**config.mk**
```make
export PLATFORM = sky130hd
export DESIGN_NAME = inst_fetch
export DESIGN_NICKNAME = d
export VERILOG_FILES = /design/src/rtl/core_pkg.sv /design/src/rtl/inst_fetch_if_id_reg.sv /design/src/rtl/inst_fetch.sv
export SDC_FILE = /design/constraint.sdc
export NUM_CORES = 1
export LEC_CHECK = 0
export CORE_MARGIN = 10
export CORE_UTILIZATION = 53
export CTS_CLUSTER_DIAMETER = 60
export DETAILED_ROUTE_END_ITERATION = 10
export PLACE_DENSITY = 0.92
export SYNTH_ARGS = -nofsm -noshare
export SYNTH_HDL_FRONTEND = slang
export SYNTH_SLANG_ARGS = --single-unit
```
**constraint.sdc**
```tcl
create_clock -name clk -period 9.9 [get_ports clk]
set_input_delay 1.98 -clock clk [delete_from_list [all_inputs] [get_ports clk]]
set_output_delay 1.98 -clock clk [all_outputs]
set_load 0.1 [all_outputs]
```
**src/rtl/core_pkg.sv**
```systemverilog
// rtl/core_pkg.sv - shared core constants and fetch-state encoding
package core_pkg;

  localparam int XLEN = 32;
  localparam logic [XLEN-1:0] RESET_PC = 32'h0000_0000;
  localparam logic [XLEN-1:0] NOP_INST = 32'h0000_0013;
  localparam logic [XLEN-1:0] INST_BYTES = 32'd4;

  typedef enum logic [1:0] {
    FETCH = 2'd0,
    HOLD  = 2'd1,
    KILL  = 2'd2
  } fetch_state_e;

  function automatic logic [XLEN-1:0] word_align(input logic [XLEN-1:0] addr);
    return addr & ~(INST_BYTES - 1);
  endfunction

endpackage

```
**src/rtl/inst_fetch_if_id_reg.sv**
```systemverilog
// rtl/inst_fetch_if_id_reg.sv - IF/ID pipeline register with load, hold and flush
module if_id_reg
  import core_pkg::*;
(
  input  logic            clk,
  input  logic            rst,
  input  logic            load,
  input  logic            flush,
  input  logic [XLEN-1:0] load_pc,
  input  logic [XLEN-1:0] load_instr,
  output logic            valid,
  output logic [XLEN-1:0] pc,
  output logic [XLEN-1:0] pc_plus4,
  output logic [XLEN-1:0] instr
);

  logic            valid_q, valid_d;
  logic [XLEN-1:0] pc_q, pc_d;
  logic [XLEN-1:0] pc_plus4_q, pc_plus4_d;
  logic [XLEN-1:0] instr_q, instr_d;

  // Flush wins over load; a bubble keeps the old PC fields since they are dead.
  always_comb begin
    valid_d    = valid_q;
    pc_d       = pc_q;
    pc_plus4_d = pc_plus4_q;
    instr_d    = instr_q;
    if (flush) begin
      valid_d = 1'b0;
      instr_d = NOP_INST;
    end else if (load) begin
      valid_d    = 1'b1;
      pc_d       = load_pc;
      pc_plus4_d = load_pc + INST_BYTES;
      instr_d    = load_instr;
    end
  end

  always_ff @(posedge clk or posedge rst) begin
    if (rst) begin
      valid_q    <= 1'b0;
      pc_q       <= '0;
      pc_plus4_q <= INST_BYTES;
      instr_q    <= NOP_INST;
    end else begin
      valid_q    <= valid_d;
      pc_q       <= pc_d;
      pc_plus4_q <= pc_plus4_d;
      instr_q    <= instr_d;
    end
  end

  assign valid    = valid_q;
  assign pc       = pc_q;
  assign pc_plus4 = pc_plus4_q;
  assign instr    = instr_q;

endmodule

```
**src/rtl/inst_fetch.sv**
```systemverilog
// rtl/inst_fetch.sv - RV32 instruction fetch: PC, I-cache handshake, skid buffer
module inst_fetch
  import core_pkg::*;
(
  input  logic            clk,
  input  logic            rst,
  output logic            ic_read,
  output logic [XLEN-1:0] ic_addr,
  input  logic            ic_stall,
  input  logic [XLEN-1:0] ic_rdata,
  input  logic            id_stall,
  input  logic            redirect_valid,
  input  logic [XLEN-1:0] redirect_pc,
  output logic            if_valid,
  output logic [XLEN-1:0] if_pc,
  output logic [XLEN-1:0] if_pc_plus4,
  output logic [XLEN-1:0] if_instr
);

  fetch_state_e    state_q, state_d;
  logic [XLEN-1:0] pc_q, pc_d;
  logic [XLEN-1:0] kill_addr_q, kill_addr_d;
  logic [XLEN-1:0] skid_pc_q, skid_pc_d;
  logic [XLEN-1:0] skid_instr_q, skid_instr_d;

  logic            done;
  logic            accept;
  logic [XLEN-1:0] target_pc;
  logic            ifid_load;
  logic            ifid_flush;
  logic [XLEN-1:0] ifid_pc;
  logic [XLEN-1:0] ifid_instr;

  always_comb begin
    ic_read = 1'b1;
    ic_addr = pc_q;
    unique case (state_q)
      FETCH:   ic_addr = pc_q;
      KILL:    ic_addr = kill_addr_q;
      HOLD:    ic_read = 1'b0;
      default: ic_read = 1'b0;
    endcase
  end

  assign done      = ic_read & ~ic_stall;
  assign accept    = ~id_stall | ~if_valid;
  assign target_pc = word_align(redirect_pc);

  always_comb begin
    state_d      = state_q;
    pc_d         = pc_q;
    kill_addr_d  = kill_addr_q;
    skid_pc_d    = skid_pc_q;
    skid_instr_d = skid_instr_q;
    ifid_load    = 1'b0;
    ifid_flush   = 1'b0;
    ifid_pc      = pc_q;
    ifid_instr   = ic_rdata;

    unique case (state_q)
      FETCH: begin
        if (redirect_valid) begin
          pc_d       = target_pc;
          ifid_flush = 1'b1;
          // The cache still owns an in-flight request at this address.
          if (!done) begin
            kill_addr_d = pc_q;
            state_d     = KILL;
          end
        end else if (done && accept) begin
          ifid_load = 1'b1;
          pc_d      = pc_q + INST_BYTES;
        end else if (done) begin
          skid_pc_d    = pc_q;
          skid_instr_d = ic_rdata;
          pc_d         = pc_q + INST_BYTES;
          state_d      = HOLD;
        end else if (accept) begin
          ifid_flush = 1'b1;
        end
      end

      HOLD: begin
        if (redirect_valid) begin
          pc_d       = target_pc;
          ifid_flush = 1'b1;
          state_d    = FETCH;
        end else if (!id_stall) begin
          ifid_load  = 1'b1;
          ifid_pc    = skid_pc_q;
          ifid_instr = skid_instr_q;
          state_d    = FETCH;
        end
      end

      KILL: begin
        ifid_flush = 1'b1;
        if (redirect_valid) pc_d = target_pc;
        if (done) state_d = FETCH;
      end

      default: state_d = FETCH;
    endcase
  end

  always_ff @(posedge clk or posedge rst) begin
    if (rst) begin
      state_q      <= FETCH;
      pc_q         <= RESET_PC;
      kill_addr_q  <= RESET_PC;
      skid_pc_q    <= '0;
      skid_instr_q <= NOP_INST;
    end else begin
      state_q      <= state_d;
      pc_q         <= pc_d;
      kill_addr_q  <= kill_addr_d;
      skid_pc_q    <= skid_pc_d;
      skid_instr_q <= skid_instr_d;
    end
  end

  if_id_reg u_if_id_reg (
    .clk        (clk),
    .rst        (rst),
    .load       (ifid_load),
    .flush      (ifid_flush),
    .load_pc    (ifid_pc),
    .load_instr (ifid_instr),
    .valid      (if_valid),
    .pc         (if_pc),
    .pc_plus4   (if_pc_plus4),
    .instr      (if_instr)
  );

endmodule

```
==> results.py, run 1 <==
metrics = {
    "clock_network": {
        "clk_buf_depth": 3,
        "clk_pin_slew_worst_paths_ns": 0.06,
        "library_cell_used_as_clock_root_buffer": "sky130_fd_sc_hd__clkbuf_16",
        "clock_tree_from_tritoncts": "built",
        "postCtsSetupBuffers": 0,
        "cts_hold_buffers": 0,
        "clkSinkCount": 217,
        "cts_resized": 0,
        "cts_buffer_count": 24,
        "clk-insertion-delay-late_ns": 0.52,
        "cts.htree.levels": 1,
    },
    "setup_path": {
        "cp_slowest_stage_delay_ns": 0.88,
        "critical_path_slowest_stage_cell": "sky130_fd_sc_hd__clkdlybuf4s50_1",
        "timing.critical_path.cells": "clkdlybuf4s50_1 > or3b_4 > buf_4 > nand2_1 > nand2_1 > ha_1 > nand4_1 > nor4_1 > o22ai_2 > nor4_2 > xor2_1 > o21ai_1",
        "worst-setup-path-type": "primary input to flip-flop",
        "critical_path_buf_inv_count": 2,
        "delay_heaviest_family_cp": "simple AND/OR/NAND/NOR gates",
        "worst-endpoint-arrival_ns": 6.24,
        "worst_setup_path_end_kind": "flip-flop",
        "path_max_fanout": 85,
        "cp.required_ns": 10.26,
        "critical_path.startpoint_type": "primary input",
        "crit_top_cell": "sky130_fd_sc_hd__nand2_1",
    },
    "final_layout": {
        "multi_input_comb_area_um2": 5120,
        "area.growth.synth_to_final_pct": 24.8,
        "design_area_final_um2": 13700,
        "register_area_um2": 5440,
        "final-instance-count-excl-fill": 1545,
        "fillerInstances": 1448,
        "final_layout_size_suffix_gt1_frac": 0.152,
        "finalNetCount": 1331,
    },
    "global_routing": {
        "number_of_global_route_vias_before_repair": 9239,
        "globalRouteTotalUtil": 0.226,
        "largest_net_degree_at_the_start_of_global_routing": 150,
        "grt_first_pass_wirelength_mm": 49.8,
        "grt_antenna_before_repair": 1,
        "gr-total-overflow": 0,
    },
    "outcome": {
        "outcome": "finished clean",
    },
    "logic_synthesis": {
        "synthArstFlopShare": 1.00,
        "post_synth_inst_count": 1119,
        "synthTopCellsByArea": "sky130_fd_sc_hd__dfrtp_1 (48%), sky130_fd_sc_hd__mux2_2 (12%), sky130_fd_sc_hd__nand2_1 (6.3%)",
        "ys_seq_elements": 217,
        "yosysUniqueCellTypes": 61,
        "avgSynthCellArea_um2": 9.81,
        "synth_area_leader_cell": "sky130_fd_sc_hd__dfrtp_1",
        "synth_enable_flop_cells": 0,
        "synth_seq_area_share": 0.495,
        "synth_top_flop_cell": "sky130_fd_sc_hd__dfrtp_1",
        "synthesis.yosys.warnings": 0,
        "post_synth_instance_area_um2": 11000,
        "proportion_of_netlist_area_held_by_the_largest_area_contributor": 0.479,
    },
    "sta": {
        "worst_clock_skew_ns": 0.0203,
        "rsz0062_at_grt": "false",
        "max_clock_freq_mhz": 170,
        "timing.final.setup_violations": 0,
        "final-max-slew-violation-count": 0,
        "tightest_slew_ns": 1.27,
        "layout_min_cycle_time_ns": 5.87,
        "finalWorstSetupSlack_ns": 4.03,
        "finalCritPeriodShare": 0.593,
        "fin_setup_tns_ns": 0,
        "slew_headroom": 0.154,
        "hold_viol_final": 0,
    },
    "floorplanning": {
        "placeableCoreArea_um2": 20300,
        "starting_density_of_the_core": 0.541,
        "die-height_um": 164,
        "rows": 52,
        "io_pins": 199,
        "floorplan.die_area_um2": 26900,
        "die_w_um": 164,
    },
    "drt": {
        "detail_route.wirelength_mm": 31.5,
        "detailedRoute.firstPassIterationCount": 8,
        "number_of_design_rule_violations_left_by_the_first_detailed_router_iteration": 1373,
        "drc_violation_count_after_routing": 0,
        "drtAntennaViolNets": 0,
        "routed_len_inst_um": 20.4,
        "vias": 9425,
        "detail_route.vias_per_cell": 6.10,
    },
    "placed_design": {
        "place_area_um2": 12900,
        "dp.final_hpwl_mm": 21.3,
        "placedCellCount": 1500,
        "gpl.final_weighted_congestion": 0.925,
        "detailedPlace.worstSlack_ns": 3.64,
        "port_buffers": 190,
    },
    "job": {
        "max_cap_violations": 0,
    },
    "worst_hold_path": {
        "min_path_type": "flip-flop to flip-flop",
    },
}
-- path summary, 6_finish.rpt --
kind	startpoint	to	slack, ns	cells past startpoint
setup / recovery	redirect_valid	u_if_id_reg.pc_plus4[30]	4.03	12
hold / removal	u_if_id_reg.pc_plus4[2]	u_if_id_reg.pc_plus4[2]	0.46	2
setup reg to reg	state_q[1]	u_if_id_reg.pc_plus4[30]	5.68	13
hold reg to reg	u_if_id_reg.pc_plus4[2]	u_if_id_reg.pc_plus4[2]	0.46	2
max in group asynchronous	rst	kill_addr_q[30]	6.37	3
min in group asynchronous	rst	u_if_id_reg.pc[4]	2.10	2
-- state kept, by name, indices dropped and copies added, names as in the netlist --
signal                cells
skid_instr_q             32
u_if_id_reg.instr        32
kill_addr_q              30
pc_q                     30
skid_pc_q                30
u_if_id_reg.pc           30
u_if_id_reg.pc_plus4     30
state_q                   2
u_if_id_reg.valid         1
-- cells in the mapped netlist (all sizes together) (10+ instances only) --
cell,count
xor2,17
nand3,52
mux2i,19
xnor2,17
inv,11
mux2,117
o22ai,16
a21oi,57
a31oi,10
a311oi,31
nor3,16
nand4,13
clkbuf,54
dfrtp,210
nand2,183
nor2,85
buf,42
o21ai,85
-- routing by layer --
layer  share of wire  vias to the layer above  track usage
met1            0.40                     4485        0.307
met3            0.10                      106       0.0471
met2            0.45                      617        0.347
li1                -                     4217            -
met4           0.041                        0       0.0906
met5               0                        -            0
-- layout by cell type (no fill, tap or decap), drive strengths merged, types with 12 or more instances in the layout --
| master | count |
|---|---|
| xor2 | 17 |
| a311oi | 31 |
| nand2 | 183 |
| mux2 | 117 |
| nand3 | 52 |
| nor3 | 16 |
| buf | 12 |
| inv | 12 |
| o22ai | 16 |
| o21ai | 85 |
| clkdlybuf4s50 | 190 |
| a21oi | 57 |
| nor2 | 85 |
| mux2i | 19 |
| xnor2 | 17 |
| dfrtp | 210 |
| clkbuf | 40 |
| nand4 | 13 |
-- worst reg2reg max path, delay by kind of cell, from the launching register on --
kind,cells,cell delay (ns)
AND/OR/NAND/NOR,6,1.71
buffers and inverters,2,0.86
XOR/XNOR,1,0.19
AO/OA/AOI/OAI,2,0.37
flip-flops,1,0.39
adder cells (fa/ha/maj),2,0.55
-- cell families (layout without fill, tap and decap cells) --
| logic type | count (synthesis) | after routing | share of synthesized area |
|---|---|---|---|
| other | 1 | 8 | 0.000342 |
| AND/OR/NAND/NOR | 386 | 386 | 0.158 |
| adder cells (fa/ha/maj) | 6 | 6 | 0.00684 |
| AO/OA/AOI/OAI | 232 | 232 | 0.132 |
| multiplexers | 136 | 136 | 0.137 |
| buffers and inverters | 107 | 256 | 0.0435 |
| XOR/XNOR | 34 | 34 | 0.0271 |
| flip-flops | 217 | 217 | 0.495 |
-- per-stage QoR --
step	utilization	hold slack (ns)
final	0.675	0.460
after global routing	0.675	0.491
after CTS	0.675	0.458
after detailed placement	0.638	0.450
after global placement	0.638	0.448
after floorplan	-	0.450
-- final cells by class --
class,count,area share
Sequential cell,217,0.397
Multi-Input combinational cell,800,0.374
Timing Repair Buffer,202,0.145
Clock buffer,40,0.0534
Tap cell,270,0.0247
Inverter,11,0.00356
Clock inverter,3,0.00155
Antenna cell,2,0.000365
Power of run 1 is left out: the tool's default activity adds up to more than one toggle a clock period on the data nets, which glitch-free logic cannot reach.
==> run 2, diff against run 1 <==
==> constraint.sdc (replaced) <==
create_clock -name clk -period 5.9 [get_ports clk]
set_input_delay 1.18 -clock clk [delete_from_list [all_inputs] [get_ports clk]]
set_output_delay 1.18 -clock clk [all_outputs]
set_load 0.1 [all_outputs]
==> run 2 against run 1 <==
Effect of this change: hold slack better by 0.016 ns; via count is 0.81% higher; register-to-register slack worse by 3.5 ns; worst setup slack worse by 2.4 ns; utilization is 0.23 points higher; die area stayed put; sequential cell count stayed put; largest cell class unchanged; routed wire length is 0.12% higher; critical path depth stayed put.
==> results.py, run 2 (synthesized netlist as in run 1, its figures left out) <==
metrics = {
    "outcome": {
        "outcome": "finished clean",
    },
    "setup_path": {
        "worst_r2r_endpoint": "u_if_id_reg.pc_plus4[30]",
        "cp_slowest_stage_delay_ns": 0.69,
        "critical_path.startpoint_type": "primary input",
        "critical_path_slowest_stage_cell": "sky130_fd_sc_hd__nor4_1",
        "worst-endpoint-arrival_ns": 4.67,
        "cp.required_ns": 6.29,
        "timing.critical_path.cells": "clkdlybuf4s50_1 > buf_4 > or3b_4 > nand2_1 > nand2_1 > ha_1 > nand4_1 > nor4_1 > o22ai_2 > nor4_2 > xor2_1 > o21ai_1",
        "reg_to_reg_start": "state_q[1]",
        "r2r_slack_ns": 2.20,
        "worst_setup_path_end_kind": "flip-flop",
        "worst-setup-path-type": "primary input to flip-flop",
        "worst-r2r-cell-count": 12,
        "crit_top_cell": "sky130_fd_sc_hd__nand2_1",
        "path_max_fanout": 39,
    },
    "sta": {
        "slew_headroom": 0.160,
        "rsz0062_at_grt": "false",
        "finalCritPeriodShare": 0.725,
        "fin_setup_tns_ns": 0,
        "tightest_slew_ns": 1.26,
        "worst_clock_skew_ns": 0.0160,
        "hold_viol_final": 0,
        "max_clock_freq_mhz": 234,
        "final-max-slew-violation-count": 0,
        "layout_min_cycle_time_ns": 4.28,
        "timing.final.setup_violations": 0,
    },
    "final_layout": {
        "multi_input_comb_area_um2": 5120,
        "area.growth.synth_to_final_pct": 25.2,
        "final_layout_size_suffix_gt1_frac": 0.155,
        "register_area_um2": 5440,
        "fillerInstances": 1476,
        "final_cell_mix": "sky130_fd_sc_hd__dfrtp_1 (210), sky130_fd_sc_hd__clkdlybuf4s50_1 (190), sky130_fd_sc_hd__nand2_1 (183), sky130_fd_sc_hd__mux2_2 (117), sky130_fd_sc_hd__nor2_1 (82)",
        "layout.cells.most_common": "sky130_fd_sc_hd__dfrtp_1",
        "n_antenna_cell": 0,
        "finalNetCount": 1333,
    },
    "clock_network": {
        "postCtsSetupBuffers": 0,
        "clk_pin_slew_worst_paths_ns": 0.06,
        "clk_buf_depth": 3,
        "cts_buffer_count": 24,
        "clk-insertion-delay-late_ns": 0.52,
        "cts.htree.levels": 1,
        "clkSinkCount": 217,
        "library_cell_used_as_clock_root_buffer": "sky130_fd_sc_hd__clkbuf_16",
        "cts_resized": 0,
        "clock_tree_from_tritoncts": "built",
        "cts_hold_buffers": 0,
    },
    "floorplanning": {
        "placeableCoreArea_um2": 20300,
        "rows": 52,
        "die_w_um": 164,
        "die-height_um": 164,
        "floorplan.die_area_um2": 26900,
        "io_pins": 199,
        "starting_density_of_the_core": 0.541,
    },
    "drt": {
        "detail_route.vias_per_cell": 6.15,
        "detailedRoute.firstPassIterationCount": 6,
        "routed_len_inst_um": 20.4,
        "drtAntennaViolNets": 0,
        "drc_violation_count_after_routing": 0,
        "detail_route.wirelength_mm": 31.5,
        "number_of_design_rule_violations_left_by_the_first_detailed_router_iteration": 1439,
        "vias": 9501,
    },
    "global_routing": {
        "number_of_global_route_vias_before_repair": 9251,
        "gr-total-overflow": 0,
        "grt_antenna_before_repair": 0,
        "grt_first_pass_wirelength_mm": 49.9,
        "globalRouteTotalUtil": 0.227,
        "largest_net_degree_at_the_start_of_global_routing": 150,
    },
    "placed_design": {
        "gpl.final_weighted_congestion": 0.922,
        "port_buffers": 190,
        "dp.final_hpwl_mm": 21.5,
    },
    "worst_hold_path": {
        "whs_endpoint": "u_if_id_reg.pc_plus4[2]",
        "min_path_type": "flip-flop to flip-flop",
        "min_delay_path_depth": 2,
        "hold_wc_startpoint": "u_if_id_reg.pc_plus4[2]",
    },
    "job": {
        "max_cap_violations": 0,
    },
}
[run 2: worst max path at each step]
stage	start	end	slack, ns	cells after the start
after floorplan	state_q[0]	ic_addr[21]	1.57	5
after detailed placement	redirect_valid	u_if_id_reg.pc_plus4[30]	1.15	12
after CTS	redirect_valid	u_if_id_reg.pc_plus4[30]	1.65	12
after global placement	redirect_valid	u_if_id_reg.pc_plus4[30]	1.28	12
final	redirect_valid	u_if_id_reg.pc_plus4[30]	1.62	12
after global routing	redirect_valid	u_if_id_reg.pc_plus4[30]	1.43	12
[run 2: critical path, delay by kind of cell]
kind / cells / cell delay, ns
AND/OR/NAND/NOR: 6 / 2.00
buffers and inverters: 2 / 0.67
XOR/XNOR: 1 / 0.17
AO/OA/AOI/OAI: 2 / 0.36
adder cells (fa/ha/maj): 1 / 0.30
[run 2: layout make-up]
class	count	area share
Clock inverter	3	0.00137
Multi-Input combinational cell	800	0.373
Timing Repair Buffer	204	0.147
Clock buffer	40	0.0554
Inverter	11	0.00328
Tap cell	270	0.0246
Sequential cell	217	0.396
[run 2: per-stage QoR]
stage	setup WS [ns]	instances	util	area (um^2)	hold slack [ns]
floorplan	1.57	1124	-	11000	0.450
global placement	1.28	1502	0.639	13000	0.449
detailed placement	1.15	1502	0.639	13000	0.469
CTS	1.65	1545	0.677	13700	0.481
global route	1.43	1545	0.677	13700	0.499
finish	1.62	1545	0.677	13700	0.475
[run 2: per-layer routing]
| layer | track usage | share of wire |
|---|---|---|
| met4 | 0.0837 | 0.036 |
| met1 | 0.311 | 0.41 |
| met3 | 0.0436 | 0.098 |
| met5 | 0 | 0 |
| met2 | 0.351 | 0.46 |
Power of run 2 is left out for the same reason.
==> run 3, diff against run 2 <==
==> constraint.sdc (replaced) <==
create_clock -name clk -period 4.31 [get_ports clk]
set_input_delay 0.862 -clock clk [delete_from_list [all_inputs] [get_ports clk]]
set_output_delay 0.862 -clock clk [all_outputs]
set_load 0.1 [all_outputs]
==> run 3 against run 2 <==
Effect of this change: routed wire length up 0.60%; global-route usage grew 0.31 points; critical path depth is 1 lower; critical endpoint unchanged; largest cell class unchanged.
==> results.py, run 3 (synthesized netlist as in run 1, its figures left out) <==
metrics = {
    "drt": {
        "routed_length_on_met2_mm": 14.6,
        "topRoutingLayerUsed": "met4",
        "detail_route.wirelength_mm": 31.7,
        "routedLengthMet1_mm": 12.9,
        "wl_met3_mm": 3.31,
        "drc_violation_count_after_routing": 0,
        "drtAntennaViolNets": 0,
        "routed_len_inst_um": 20.5,
        "detailedRoute.firstPassIterationCount": 6,
        "detail_route.vias_per_cell": 6.11,
        "vias": 9458,
        "number_of_design_rule_violations_left_by_the_first_detailed_router_iteration": 1183,
    },
    "setup_path": {
        "worst-setup-path-type": "primary input to flip-flop",
        "cp.required_ns": 4.71,
        "worst_r2r_endpoint": "u_if_id_reg.pc_plus4[30]",
        "reg_to_reg_start": "state_q[1]",
        "worst-r2r-cell-count": 12,
        "r2r_slack_ns": 0.79,
        "worst-endpoint-arrival_ns": 4.07,
        "worst_setup_path_end_kind": "flip-flop",
        "path_max_fanout": 7,
        "critical_path.startpoint_type": "primary input",
    },
    "sta": {
        "hold_viol_final": 0,
        "worst_clock_skew_ns": 0.0178,
        "max_clock_freq_mhz": 272,
        "slew_headroom": 0.280,
        "layout_min_cycle_time_ns": 3.67,
        "fin_setup_tns_ns": 0,
        "final-max-slew-violation-count": 0,
        "fin_hold_ws_ns": 0.472,
        "timing.final.setup_violations": 0,
        "rsz0062_at_grt": "false",
        "finalCritPeriodShare": 0.852,
        "tightest_slew_ns": 1.08,
    },
    "final_layout": {
        "finalNetCount": 1336,
        "area.growth.synth_to_final_pct": 25.3,
        "layout.cells.most_common": "sky130_fd_sc_hd__dfrtp_1",
        "fillerInstances": 1430,
        "design_area_final_um2": 13800,
        "final_layout_size_suffix_gt1_frac": 0.182,
        "final_cell_mix": "sky130_fd_sc_hd__dfrtp_1 (210), sky130_fd_sc_hd__nand2_1 (183), sky130_fd_sc_hd__clkdlybuf4s50_1 (159), sky130_fd_sc_hd__mux2_2 (117), sky130_fd_sc_hd__nor2_1 (82)",
    },
    "global_routing": {
        "grt_antenna_before_repair": 0,
        "grt_first_pass_wirelength_mm": 50.7,
        "number_of_global_route_vias_before_repair": 9394,
        "largest_net_degree_at_the_start_of_global_routing": 105,
        "globalRouteTotalUtil": 0.230,
        "gr-total-overflow": 0,
    },
    "floorplanning": {
        "rows": 52,
        "floorplan.die_area_um2": 26900,
        "die-height_um": 164,
        "die_w_um": 164,
        "starting_density_of_the_core": 0.541,
        "io_pins": 199,
        "placeableCoreArea_um2": 20300,
    },
    "clock_network": {
        "clkSinkCount": 217,
        "library_cell_used_as_clock_root_buffer": "sky130_fd_sc_hd__clkbuf_16",
        "clk_buf_depth": 3,
        "clk-insertion-delay-late_ns": 0.52,
        "cts_resized": 0,
        "clock_tree_from_tritoncts": "built",
        "postCtsSetupBuffers": 0,
        "cts_buffer_count": 24,
        "clk_pin_slew_worst_paths_ns": 0.06,
        "cts_hold_buffers": 0,
        "cts.htree.levels": 1,
    },
    "worst_hold_path": {
        "whs_endpoint": "u_if_id_reg.pc_plus4[2]",
        "min_delay_path_depth": 2,
        "hold_wc_startpoint": "u_if_id_reg.pc_plus4[2]",
        "min_path_type": "flip-flop to flip-flop",
    },
    "placed_design": {
        "gpl.final_weighted_congestion": 0.943,
        "dp.final_hpwl_mm": 21.5,
        "port_buffers": 190,
        "place_area_um2": 13000,
    },
    "job": {
        "max_cap_violations": 0,
    },
    "outcome": {
        "outcome": "finished clean",
    },
}
## run 3: changes by cell type in the layout (fill, tap and decap cells not counted)
cell / previous run / this run
sky130_fd_sc_hd__buf_12: 1 / 5
sky130_fd_sc_hd__buf_4: 13 / 43
sky130_fd_sc_hd__bufinv_16: 0 / 1
sky130_fd_sc_hd__clkbuf_1: 7 / 5
sky130_fd_sc_hd__clkbuf_8: 8 / 6
sky130_fd_sc_hd__clkdlybuf4s50_1: 190 / 159
sky130_fd_sc_hd__clkinv_2: 2 / 3
sky130_fd_sc_hd__clkinv_4: 1 / 0
sky130_fd_sc_hd__clkinvlp_4: 1 / 2
sky130_fd_sc_hd__diode_2: 0 / 2
sky130_fd_sc_hd__inv_8: 0 / 1
## run 3: area by class of cell
cell class | instances | area, um^2 | share of cell area
sequential | 217 | 5440 | 0.395
multi-input combinational | 800 | 5120 | 0.373
timing repair buffer | 207 | 2010 | 0.146
clock buffer | 36 | 727 | 0.0528
tap | 270 | 338 | 0.0246
clock inverter | 6 | 63.8 | 0.00464
inverter | 11 | 45.0 | 0.00327
antenna | 2 | 5.00 | 0.000364
## run 3: worst max path at each step
| stage | from | to | slack [ns] |
|---|---|---|---|
| floorplan | state_q[0] | ic_addr[21] | 0.30 |
| global placement | id_stall | u_if_id_reg.pc_plus4[30] | 0.48 |
| detailed placement | id_stall | u_if_id_reg.pc_plus4[30] | 0.36 |
| CTS | id_stall | u_if_id_reg.pc_plus4[30] | 0.75 |
| global route | id_stall | u_if_id_reg.pc_plus4[30] | 0.62 |
| finish | id_stall | u_if_id_reg.pc_plus4[30] | 0.64 |
## run 3: per-layer routing
layer / track usage / up-vias
met3: 0.0471 / 100
met5: 0 / -
met1: 0.312 / 4519
met4: 0.0768 / 0
met2: 0.361 / 603
li1: - / 4236
## run 3: worst max-delay path: stages
cell and delay [ns]:
sky130_fd_sc_hd__clkdlybuf4s50_1 0.51, sky130_fd_sc_hd__nor3b_4 0.39, sky130_fd_sc_hd__nand2_1 0.16, sky130_fd_sc_hd__nand2_1 0.10, sky130_fd_sc_hd__ha_1 0.29, sky130_fd_sc_hd__nand4_1 0.22, sky130_fd_sc_hd__nor4_1 0.63, sky130_fd_sc_hd__o22ai_2 0.28
sky130_fd_sc_hd__nor4_2 0.38, sky130_fd_sc_hd__xor2_1 0.17, sky130_fd_sc_hd__o21ai_1 0.07
## run 3: through the flow
stage / worst slack [ns] / cells / util
after floorplan: 0.300 / 1124 / -
after global placement: 0.482 / 1505 / 0.638
after detailed placement: 0.364 / 1505 / 0.638
after CTS: 0.755 / 1547 / 0.677
after global routing: 0.615 / 1547 / 0.677
final: 0.639 / 1549 / 0.678
Power of run 3 is left out for the same reason.
